File: config.mk
export PLATFORM = sky130hd
export DESIGN_NAME = par2serial_8_1_flat
export DESIGN_NICKNAME = d
export VERILOG_FILES = /design/src/rtl/par2serial_8_1_if.sv /design/src/rtl/par2serial_8_1.sv /design/src/flat_wrapper.sv
export SDC_FILE = /design/constraint.sdc
export NUM_CORES = 1
export LEC_CHECK = 0
export ABC_AREA = 1
export CELL_PAD_IN_SITES_DETAIL_PLACEMENT = 1
export CELL_PAD_IN_SITES_GLOBAL_PLACEMENT = 2
export CORE_MARGIN = 2
export CORE_UTILIZATION = 28
export DETAILED_ROUTE_END_ITERATION = 16
export PLACE_DENSITY = 0.89
export SYNTH_ARGS = -nofsm -noshare
export SYNTH_HDL_FRONTEND = slang
export SYNTH_SLANG_ARGS = --single-unit
File: constraint.sdc
create_clock -name clk_32f -period 2.4 [get_ports clk_32f]
set_input_delay 0.48 -clock clk_32f [delete_from_list [all_inputs] [get_ports clk_32f]]
set_output_delay 0.48 -clock clk_32f [all_outputs]
set_load 0.1 [all_outputs]
File: src/rtl/par2serial_8_1_if.sv
// Byte-lane to serial-lane bundle between the upstream 32-to-8 demux
// and the serializer. The byte side (data_in/valid_in) is driven by
// the master. The serial side (data_out/valid_out/sync_out) is driven
// by the slave.
interface par2serial_8_1_if #(
  parameter int WIDTH = 8
);
  logic [WIDTH-1:0] data_in;
  logic             valid_in;
  logic             data_out;
  logic             valid_out;
  logic             sync_out;

  // Upstream byte source, which also observes the serial stream.
  modport master (
    output data_in,
    output valid_in,
    input  data_out,
    input  valid_out,
    input  sync_out
  );

  // Serializer.
  modport slave (
    input  data_in,
    input  valid_in,
    output data_out,
    output valid_out,
    output sync_out
  );
endinterface

File: src/rtl/par2serial_8_1.sv
// 8:1 parallel-to-serial converter.
// The converter takes one byte every eight clk_32f cycles, at the edge
// where the bit counter sits at its last value (the load edge). It then
// shifts that byte out MSB-first with no gap between bytes. When
// valid_in is low at a load edge, the IDLE comma byte is sent in its
// place, so the line always carries a symbol. sync_out marks the MSB
// of every byte on the line. valid_out carries the valid flag of the
// byte currently on data_out.
module par2serial_8_1 #(
  parameter int               WIDTH = 8,
  parameter logic [WIDTH-1:0] IDLE  = 8'hBC
) (
  input logic              clk_32f,
  input logic              reset,
  par2serial_8_1_if.slave  bus
);

  localparam int          CW      = $clog2(WIDTH);
  localparam logic [CW-1:0] LAST  = CW'(WIDTH - 1);

  logic [CW-1:0]    cnt;
  logic [WIDTH-1:0] shreg;
  logic             vflag;
  logic [CW-1:0]    bit_idx;
  logic             load;

  // Bit selector that walks from the MSB down to the LSB as cnt advances.
  always_comb begin
    bit_idx = LAST - cnt;
    load    = (cnt == LAST);
  end

  // Counter, byte holding register and registered serial outputs.
  // Every term uses the pre-edge state. A load edge therefore still
  // emits the old byte's LSB while it captures the next byte, which
  // keeps the stream gapless. Reset has priority over a load edge, so
  // a byte that is partly shifted out is dropped.
  always_ff @(posedge clk_32f) begin
    if (reset) begin
      cnt           <= '0;
      shreg         <= IDLE;
      vflag         <= 1'b0;
      bus.data_out  <= 1'b0;
      bus.valid_out <= 1'b0;
      bus.sync_out  <= 1'b0;
    end else begin
      // NOTE: non-blocking assignments make every right-hand side below
      // read the pre-edge value. Blocking assignments would let data_out
      // see the freshly loaded byte or the advanced counter.
      cnt           <= cnt + 1'b1;
      bus.data_out  <= shreg[bit_idx];
      bus.valid_out <= vflag;
      bus.sync_out  <= (cnt == '0);
      if (load) begin
        shreg <= bus.valid_in ? bus.data_in : IDLE;
        vflag <= bus.valid_in;
      end
    end
  end

endmodule

File: src/flat_wrapper.sv
// flat-port wrapper written by rule: the top's interface ports become plain ports
module par2serial_8_1_flat 
#(
  parameter int               WIDTH = 8,
  parameter logic [WIDTH-1:0] IDLE  = 8'hBC
)
  (clk_32f, reset, bus_data_in, bus_valid_in, bus_data_out, bus_valid_out, bus_sync_out);
  par2serial_8_1_if #(.WIDTH(WIDTH)) bus_i ();
  input logic clk_32f;
  input logic reset;
  input wire logic [$bits(bus_i.data_in)-1:0] bus_data_in;
  input wire logic [$bits(bus_i.valid_in)-1:0] bus_valid_in;
  output wire logic [$bits(bus_i.data_out)-1:0] bus_data_out;
  output wire logic [$bits(bus_i.valid_out)-1:0] bus_valid_out;
  output wire logic [$bits(bus_i.sync_out)-1:0] bus_sync_out;
  assign bus_i.data_in = bus_data_in;
  assign bus_i.valid_in = bus_valid_in;
  assign bus_data_out = bus_i.data_out;
  assign bus_valid_out = bus_i.valid_out;
  assign bus_sync_out = bus_i.sync_out;
  par2serial_8_1 #(.WIDTH(WIDTH), .IDLE(IDLE)) u_core (.clk_32f(clk_32f), .reset(reset), .bus(bus_i));
endmodule
# Yosys cells after proc, flatten, opt, wreduce, memory -nomap -nowiden
# Cells that the tools add are included.
[word_totals] in_bits=11 output_inout_bits=3 ff_bits=15
[classes] n_addsub=2 n_lt_le_gt_ge=1 n_reduce_logical=1 n_eq_ne=1 n_mux=3
[ops] op="$mux 8" n=1
[ops] op="$lt 3x4->1 const B" n=1
[ops] op="$add 3x1->3 const B" n=1
[ops] op="$bmux 1 s3" n=1
[ops] op="$eq 3x3->1 const B" n=1
[ops] op="$logic_not 3->1" n=1
[ops] op="$sub 3x3->3 const A" n=1
[ops] op="$mux 1" n=1

# Depth between registers and ports, before layout
# Gate-level depths: netlist of run 1.
[depth] depth_word=3 ltp_mapped=7 mapped_depth_nobuf=7

# Worst setup path before layout of run 1
# No wires, ideal clock.
[synth_timing] path_kind="reg2out" startpoint="reg u_core.bus.data_out" endpoint="out bus_data_out" n_path_buf=0 required_time_ns=1.920 stages_incl_launch_ff=1 arrival_time_ns=0.909 path_slack_ns=1.011 path_cell_list="dfxtp_1"
[synth_rtl] element="start: declaration" line="par2serial_8_1_if.sv:27" text="output data_out,"
[synth_rtl] element="start signal: assignment" line="par2serial_8_1.sv:51" text="bus.data_out <= shreg[bit_idx];"
[synth_rtl] element="end: declaration" line="flat_wrapper.sv:13" text="output wire logic [$bits(bus_i.data_out)-1:0] bus_data_out;"
# No word-level cell between the ends.

# Final worst setup path of run 1
[layout_timing] startpoint="reg u_core.cnt[0]" endpoint="reg u_core.shreg[3]"
[layout_via] elab_chain_cells=1
[layout_rtl] element="start: declaration" line="par2serial_8_1.sv:21" text="logic [CW-1:0] cnt;"
[layout_rtl] element="start signal: assignment" line="par2serial_8_1.sv:50" text="cnt <= cnt + 1'b1;"
[layout_rtl] element="$eq 3x3->1" line="par2serial_8_1.sv:30" text="load = (cnt == LAST);"
[layout_rtl] element="via u_core.load" line="par2serial_8_1.sv:25" text="logic load;"
[layout_rtl] element="end signal: assignment" line="par2serial_8_1.sv:55" text="shreg <= bus.valid_in ? bus.data_in : IDLE;"
[layout_rtl] element="end: declaration" line="par2serial_8_1.sv:22" text="logic [WIDTH-1:0] shreg;"
# The timed path passes the listed nets, and every way through them passes these cells.
# A chain may end at the register's enable or synchronous reset.

==> flow_summary.yaml, run 1 <==
synthesis:
  yosys_warnings: 0
  yosysSeqAreaShare_pct: 49.38
  synthesis.area_per_instance_sq_um: 7.796
  syn-cell-area_sq_um: 608.1
  yosys.area.top_type: "dfxtp_1"
  synth.distinct_cells: 14
  synthesis.instances: 78
  postSynthRegisterBits: 15
  synthesis.nets: 92
  synth.area.top_cells: "dfxtp_1, nand2_1, inv_1"
  synth_top_area_share_pct: 49.38
floorplanning:
  die-area_sq_um: 2560
  floorplan.io_pins: 14
  initial_utilization_pct: 30.37
  floorplan.die.width_um: 50.60
  num_rows: 16
  coreArea_sq_um: 2002
  die_h_um: 50.60
timing:
  tightest_slew_ns: 0.4293
  max_slew_margin_pct: 71.29
  final-max-slew-violation-count: 0
  final_ws_setup_ns: 0.8275
  setup_total_negative_slack_ns: 0
  fin_clk_skew_ns: 0.001112
  max_clock_freq_ghz: 0.6359
  timing.final.hold_violations: 0
  period_share_pct: 65.52
  grt_setup_unrepaired: "no"
  setup-violations-final: 0
  period_needed_ns: 1.573
critical_path:
  timing.critical_path.from: "u_core.cnt[0]"
  cp-start-kind: "flop"
  critical_path.most_common_cell: "ha_1"
  worstPathRequired_ns: 2.57
  cp_slowest_cell: "dfxtp_1"
  timing.rr.start: "u_core.cnt[0]"
  worstPathMaxFanout: 7
  worstSetupEndpointType: "flop"
  cpPeakStageDelay_ns: 0.49
  criticalPathCategory: "reg -> reg"
  setup_slack_reg_to_reg_ns: 0.83
  critical_path_arrival_ns: 1.74
  timing.critical_path.cells: "ha_1, ha_1, nand2_2, nor2_4, inv_2, nor2_1, a31oi_1"
detailed_routing:
  route.antenna.remaining_nets: 0
  drt_first_pass_iters: 3
  wire_per_inst_um: 11.10
  via_per_instance_ratio: 4.298
  wirelength_um: 1343
  vias: 520
  drt_drc_violations_left: 0
  detail_route.iter0.violations: 1
layout:
  proportion_of_layout_cells_with_a_drive_suffix_above_1_pct: 11.70
  layoutNonFillerInstCount: 121
  most_frequent_cells_in_the_layout: "nand2_1, dfxtp_1, inv_1"
  layout.filler_cells: 263
  antenna-diode-count: 0
  final_net_count: 109
  layout_commonest_cell: "nand2_1"
  flow.area_growth_from_synthesis_pct: 28.81
run_status:
  status: "completed"
global_routing:
  maximum_number_of_pins_on_one_net_before_global_route_repair: 10
  gr-total-overflow: 0
  grt_pass1_wl_um: 2235
  antenna_violations_before_repair: 0
  number_of_global_route_vias_before_repair: 542
  globalRouteTotalUtil_pct: 11.96
clock_network:
  clock_tree.root_cell: "clkbuf_4"
  cts_buffers: 3
  insertion_delay_ns: 0.28
  tritoncts_num_sinks: 15
  cts_repair_resize_count: 0
  ctsLongestPathBuffers: 2
  post-cts-setup-buffer-count: 0
  h-tree-depth: 1
  cts.reportedPaths.clkPinSlew_ns: 0.09
  postCtsHoldBufs: 0
  cts_tree: "built"
pwr:
  p_per_area_nw_per_um2: 620.8
  vdd_ir_drop_max_mv: 0.3256
  total_power_uw: 486.2
  static-leakage-power_uw: 0.0003697
flow_run:
  max_cap_violations: 0
placement:
  buffer_ports.inserted: 13
  placed_cells: 117
  place.detailed.hpwl_um: 1076
  placement.setup.worst_slack_ns: 0.6943
  globalplace.congestion: 0.7402
min_path:
  worstHoldPathType: "reg -> reg"
  hold_path_startpoint: "u_core.vflag"
[worst paths after layout]
check        cells past startpoint                   end
min                              2  u_core.bus.valid_out
max                              7       u_core.shreg[3]
max reg2reg                      7       u_core.shreg[3]
min reg2reg                      2  u_core.bus.valid_out
[cell usage after synthesis]
cell,count
nand2_2,1
buf_4,1
nor2_1,11
a31oi_1,4
o22ai_1,1
nand3_1,5
inv_1,13
ha_1,3
inv_2,2
nor2_4,1
nand2_1,17
o31ai_1,3
clkinv_2,1
dfxtp_1,15
[cell type report]
type	instances	area [sq um]	share of cell area [%]
timing repair buffer	13	122.6	15.66
tap	27	33.78	4.313
inverter	16	61.31	7.827
multi-input combinational	46	239.0	30.51
clock buffer	4	26.28	3.355
sequential	15	300.3	38.34
[per-stage QoR]
stage | area, sq um | hold slack (ns) | utilization (%)
2_1_floorplan | 608.1 | 0.3999 | -
3_3_place_gp | 757.0 | 0.4365 | 37.81
3_5_place_dp | 757.0 | 0.4194 | 37.81
4_1_cts | 783.3 | 0.4339 | 39.13
6_report | 783.3 | 0.4283 | 39.13
5_1_grt | 783.3 | 0.4649 | 39.13
[state kept, by name, summed over array words and instances, names as in the netlist]
name and flops:
u_core.bus.data_out 1, u_core.bus.sync_out 1, u_core.bus.valid_out 1, u_core.cnt 3, u_core.shreg 8, u_core.vflag 1
[routing by layer]
metal | part of all wire (%) | up-vias | GRT usage (%)
met5 | 0 | - | 0
met4 | 0.74 | 0 | 4.054
met3 | 5.2 | 2 | 5.357
met2 | 48 | 12 | 19.96
met1 | 46 | 234 | 13.45
li1 | - | 272 | -
[report_power, final]
group	switching [uW]	internal, uW
registers	7.16	257
clock network	77.3	64.5
logic	51.2	28.9
total	136	351
[cells by family after synthesis]
| group | Yosys count | share of synthesized area (%) |
|---|---|---|
| AND/OR/NAND/NOR | 35 | 24.28 |
| buffers and inverters | 17 | 11.32 |
| adder cells (fa/ha/maj) | 3 | 6.173 |
| flip-flops | 15 | 49.38 |
| AO/OA/AOI/OAI | 8 | 8.847 |
[worst max-delay path, delay by kind of cell (launching register included)]
family          cells  cell delay [ns]
buf+inv             1             0.07
simple gates        3             0.35
fa+ha+maj           2             0.49
flops               1             0.49
compound gates      1             0.05
No activity file was read; power rests on OpenSTA's default activity.
==> run 2: changes to the inputs <==
--- a/config.mk
+++ b/config.mk
@@ -9,9 +9,9 @@
 export CELL_PAD_IN_SITES_DETAIL_PLACEMENT = 1
 export CELL_PAD_IN_SITES_GLOBAL_PLACEMENT = 2
 export CORE_MARGIN = 2
-export CORE_UTILIZATION = 28
+export CORE_UTILIZATION = 23
 export DETAILED_ROUTE_END_ITERATION = 16
-export PLACE_DENSITY = 0.89
+export PLACE_DENSITY = 0.79
 export SYNTH_ARGS = -nofsm -noshare
 export SYNTH_HDL_FRONTEND = slang
 export SYNTH_SLANG_ARGS = --single-unit
==> constraint.sdc (replaced) <==
create_clock -name clk_32f -period 1.38 [get_ports clk_32f]
set_input_delay 0.276 -clock clk_32f [delete_from_list [all_inputs] [get_ports clk_32f]]
set_output_delay 0.276 -clock clk_32f [all_outputs]
set_load 0.1 [all_outputs]
==> flow_summary.yaml, run 2 (synthesis gave the netlist of run 1 again) <==
critical_path:
  critical_path.most_common_cell: "ha_1"
  timing.critical_path.cells: "ha_1, ha_1, nand2_2, nor2_4, inv_2, nor2_1, a31oi_1"
  cpPeakStageDelay_ns: 0.35
  critical_path.top_delay_family: "flip-flops"
  criticalPathCategory: "reg -> reg"
  worstPathRequired_ns: 1.56
  critical_path_arrival_ns: 1.45
  cp-start-kind: "flop"
  worstSetupEndpointType: "flop"
  critical_path.n_buffers_inverters: 1
  worstPathMaxFanout: 5
  cp_slowest_cell: "dfxtp_1"
pwr:
  vdd_ir_drop_max_mv: 0.4602
  p_per_area_nw_per_um2: 1029
  static-leakage-power_uw: 0.0004052
clock_network:
  tritoncts_num_sinks: 15
  h-tree-depth: 1
  postCtsHoldBufs: 0
  cts_buffers: 3
  ctsLongestPathBuffers: 2
  cts.reportedPaths.clkPinSlew_ns: 0.09
  clock_tree.root_cell: "clkbuf_4"
  post-cts-setup-buffer-count: 0
  cts_tree: "built"
  insertion_delay_ns: 0.29
  cts_repair_resize_count: 0
global_routing:
  gr-total-overflow: 0
  use_met1_pct: 12.05
  maximum_number_of_pins_on_one_net_before_global_route_repair: 9
  busiest_layer_in_global_routing: "met2"
  antenna_violations_before_repair: 0
  grtUsageMet3_pct: 2.342
  number_of_global_route_vias_before_repair: 592
  met2_usage_pct: 18.71
  globalRouteTotalUtil_pct: 10.80
  grt_pass1_wl_um: 2525
timing:
  period_needed_ns: 1.271
  max_clock_freq_ghz: 0.7870
  fin_clk_skew_ns: 0.004305
  max_slew_margin_pct: 81.93
  setup-violations-final: 0
  timing.final.hold_violations: 0
  grt_setup_unrepaired: "no"
  tightest_slew_ns: 0.2702
  final-max-slew-violation-count: 0
  period_share_pct: 92.07
detailed_routing:
  drt_first_pass_iters: 3
  detail_route.iter0.violations: 3
  wire_per_inst_um: 11.40
  drt_drc_violations_left: 0
  wirelength_um: 1470
  route.antenna.remaining_nets: 0
  vias: 549
  via_per_instance_ratio: 4.256
run_status:
  status: "completed"
floorplanning:
  die_h_um: 55.42
  floorplan.die.width_um: 55.42
  coreArea_sq_um: 2500
  num_rows: 18
  initial_utilization_pct: 24.32
  die-area_sq_um: 3071
  floorplan.io_pins: 14
layout:
  largest_reg_flops: 8
  flow.area_growth_from_synthesis_pct: 41.77
  multi_input_comb_area_sq_um: 239.0
  most_frequent_cells_in_the_layout: "nand2_1, dfxtp_1, inv_1"
  layout_commonest_cell: "nand2_1"
  antenna-diode-count: 0
  postLayoutCoreUtil_pct: 34.48
  top_register: "u_core.shreg"
  proportion_of_layout_cells_with_a_drive_suffix_above_1_pct: 16.16
  largestRegisters: "u_core.shreg (8), u_core.cnt (3)"
  final_net_count: 114
  layout.filler_cells: 315
  seqCellArea_sq_um: 300.3
  finalInstanceArea_sq_um: 862.1
placement:
  globalplace.congestion: 0.7279
  placedInstanceArea_sq_um: 835.8
  place.detailed.hpwl_um: 1145
  buffer_ports.inserted: 13
min_path:
  worstHoldPathType: "reg -> reg"
flow_run:
  max_cap_violations: 0
-- run 2: layout make-up --
class                      instances  share of cell area (%)
clock buffer                       4                   3.048
inverter                          16                   7.112
multi-input combinational         46                   27.72
sequential                        15                   34.83
tap                               30                   4.354
timing repair buffer              18                   22.93
-- run 2: through the flow --
step | hold slack, ns | total power (uW) | TNS (ns) | std cells | setup slack [ns]
after CTS | 0.4672 | 903.9 | 0 | 129 | 0.07920
final | 0.4625 | 887.1 | 0 | 129 | 0.1094
after detailed placement | 0.4279 | 641.8 | -0.02601 | 125 | -0.01728
after floorplan | 0.3887 | 557.2 | 0 | 78 | 0.08056
after global placement | 0.4608 | 639.8 | 0 | 125 | 0.05061
after global routing | 0.4976 | 932.2 | 0 | 129 | 0.005606
-- run 2: worst paths after layout --
kind            startpoint              endpoint  slack (ns)  cells after the start
max          u_core.cnt[0]       u_core.shreg[3]        0.11                      7
min           u_core.vflag  u_core.bus.valid_out        0.46                      2
max reg2reg  u_core.cnt[0]       u_core.shreg[3]        0.11                      7
min reg2reg   u_core.vflag  u_core.bus.valid_out        0.46                      2
-- run 2: report_power, final --
part / internal (uW) / switching [uW]
combinational: 77.0 / 95.7
sequential: 447 / 11.0
clock: 112 / 143
total: 637 / 250
-- run 2: per-layer routing --
metal	share of wire, %	vias to the layer above	routed length (um)
met3	3.9	4	58
met2	50	10	733
met4	1.9	0	28
met5	0	-	0
li1	-	281	-
met1	44	254	649
-- run 2: tightest hold or removal path: cells and delay by family (launching register included) --
family                 cells  cell delay [ns]
flip-flops                 1             0.31
buffers and inverters      1             0.06
AND/OR/NAND/NOR            1             0.05
==> run 3: changes to the inputs <==
--- a/config.mk
+++ b/config.mk
@@ -6,9 +6,9 @@
 export NUM_CORES = 1
 export LEC_CHECK = 0
 export ABC_AREA = 1
+export CAP_MARGIN = 20
 export CELL_PAD_IN_SITES_DETAIL_PLACEMENT = 1
 export CELL_PAD_IN_SITES_GLOBAL_PLACEMENT = 2
-export CORE_MARGIN = 2
 export CORE_UTILIZATION = 23
 export DETAILED_ROUTE_END_ITERATION = 16
 export PLACE_DENSITY = 0.79
==> constraint.sdc (replaced) <==
create_clock -name clk_32f -period 1.38 [get_ports clk_32f]
set_input_delay 0.414 -clock clk_32f [delete_from_list [all_inputs] [get_ports clk_32f]]
set_output_delay 0.414 -clock clk_32f [all_outputs]
set_load 0.1 [all_outputs]
==> flow_summary.yaml, run 3 (synthesis gave the netlist of run 1 again) <==
critical_path:
  cpPeakStageDelay_ns: 0.37
  worstPathMaxFanout: 1
  worstPathRequired_ns: 0.97
  timing.critical_path.cells: "buf_12"
  criticalPathCategory: "reg -> out"
  critical_path_arrival_ns: 0.83
  cp-start-kind: "flop"
  critical_path.n_buffers_inverters: 1
  critical_path.top_delay_family: "flip-flops"
  cp_slowest_cell: "dfxtp_1"
  worstSetupEndpointType: "output pin"
layout:
  multi_input_comb_area_sq_um: 241.5
  antenna-diode-count: 0
  seqCellArea_sq_um: 300.3
  proportion_of_layout_cells_with_a_drive_suffix_above_1_pct: 18.00
  layout.filler_cells: 309
  layout_commonest_cell: "nand2_1"
  layoutNonFillerInstCount: 130
  flow.area_growth_from_synthesis_pct: 43.42
  most_frequent_cells_in_the_layout: "nand2_1, dfxtp_1, inv_1"
  top_register: "u_core.shreg"
  largestRegisters: "u_core.shreg (8), u_core.cnt (3)"
  final_net_count: 115
  largest_reg_flops: 8
timing:
  tightest_slew_ns: 0.2929
  period_needed_ns: 1.245
  fin_worst_hold_slack_ns: 0.4291
  timing.final.hold_violations: 0
  max_slew_margin_pct: 80.41
  max_clock_freq_ghz: 0.8035
  final-max-slew-violation-count: 0
  grt_setup_unrepaired: "no"
  setup-violations-final: 0
  period_share_pct: 90.18
  fin_clk_skew_ns: 0.001784
global_routing:
  globalRouteTotalUtil_pct: 11.70
  grt_pass1_wl_um: 2311
  antenna_violations_before_repair: 0
  gr-total-overflow: 0
  number_of_global_route_vias_before_repair: 572
  maximum_number_of_pins_on_one_net_before_global_route_repair: 9
clock_network:
  insertion_delay_ns: 0.28
  clock_tree.root_cell: "clkbuf_4"
  tritoncts_num_sinks: 15
  cts_buffers: 3
  cts_repair_resize_count: 0
  postCtsHoldBufs: 0
  h-tree-depth: 1
  cts.reportedPaths.clkPinSlew_ns: 0.09
  ctsLongestPathBuffers: 2
  post-cts-setup-buffer-count: 0
  cts_tree: "built"
detailed_routing:
  route.antenna.remaining_nets: 0
  drt_first_pass_iters: 2
  wire_per_inst_um: 10.44
  wirelength_met1_um: 617
  wirelength_um: 1357
  via_per_instance_ratio: 4.277
  wl_met3_um: 72
  detail_route.iter0.violations: 3
  topRoutingLayerUsed: "met3"
  wl_met2_um: 667
  drt_drc_violations_left: 0
  vias: 556
floorplanning:
  num_rows: 18
  coreArea_sq_um: 2477
  die_h_um: 53.42
  floorplan.io_pins: 14
  die-area_sq_um: 2854
  floorplan.die.width_um: 53.42
  initial_utilization_pct: 24.55
placement:
  buffer_ports.inserted: 13
  globalplace.congestion: 0.6968
  placed_cells: 126
  place.detailed.hpwl_um: 1106
pwr:
  vdd_ir_drop_max_mv: 0.4606
  p_per_area_nw_per_um2: 1008
  static-leakage-power_uw: 0.0004064
run_status:
  status: "completed"
min_path:
  worstHoldPathType: "reg -> reg"
flow_run:
  max_cap_violations: 0
-- run 3: per-layer routing --
| metal | global-route usage (%) | up-vias |
|---|---|---|
| li1 | - | 285 |
| met1 | 11.95 | 260 |
| met2 | 20.83 | 11 |
| met3 | 4.310 | 0 |
| met4 | 5.263 | 0 |
| met5 | 0 | - |
-- run 3: layout make-up --
type                    count  share of cell area (%)
flip-flops and latches     15                   34.43
repair buffers             19                   23.53
clock buffers               4                   3.013
multi-input cells          46                   27.69
well taps                  30                   4.304
inverters                  16                   7.030
-- run 3: per-stage QoR --
| stage | util (%) | area (sq um) | worst slack (ns) | power, uW | setup TNS, ns |
|---|---|---|---|---|---|
| floorplan | - | 608.1 | 0.05702 | 557.2 | 0 |
| global placement | 34.04 | 843.3 | -0.1046 | 638.8 | -0.7500 |
| detailed placement | 34.04 | 843.3 | -0.1494 | 640.6 | -1.183 |
| CTS | 35.10 | 869.6 | 0.09841 | 902.3 | 0 |
| global route | 35.20 | 872.1 | 0.02669 | 933.8 | 0 |
| finish | 35.20 | 872.1 | 0.1355 | 879.1 | 0 |
-- run 3: path summary, 6_finish.rpt --
path / start / cells after the start / slack [ns] / end
worst max-delay path: u_core.bus.valid_out / 1 / 0.14 / bus_valid_out
worst min-delay path: u_core.vflag / 2 / 0.43 / u_core.bus.valid_out
worst max register to register: u_core.cnt[1] / 7 / 0.15 / u_core.shreg[7]
worst min register to register: u_core.vflag / 2 / 0.43 / u_core.bus.valid_out
-- run 3: where the power goes --
group,internal (uW),switching [uW],total [uW]
registers,447,10.3,458
logic,77.2,93.6,171
clock network,112,139,251
total,637,242,879
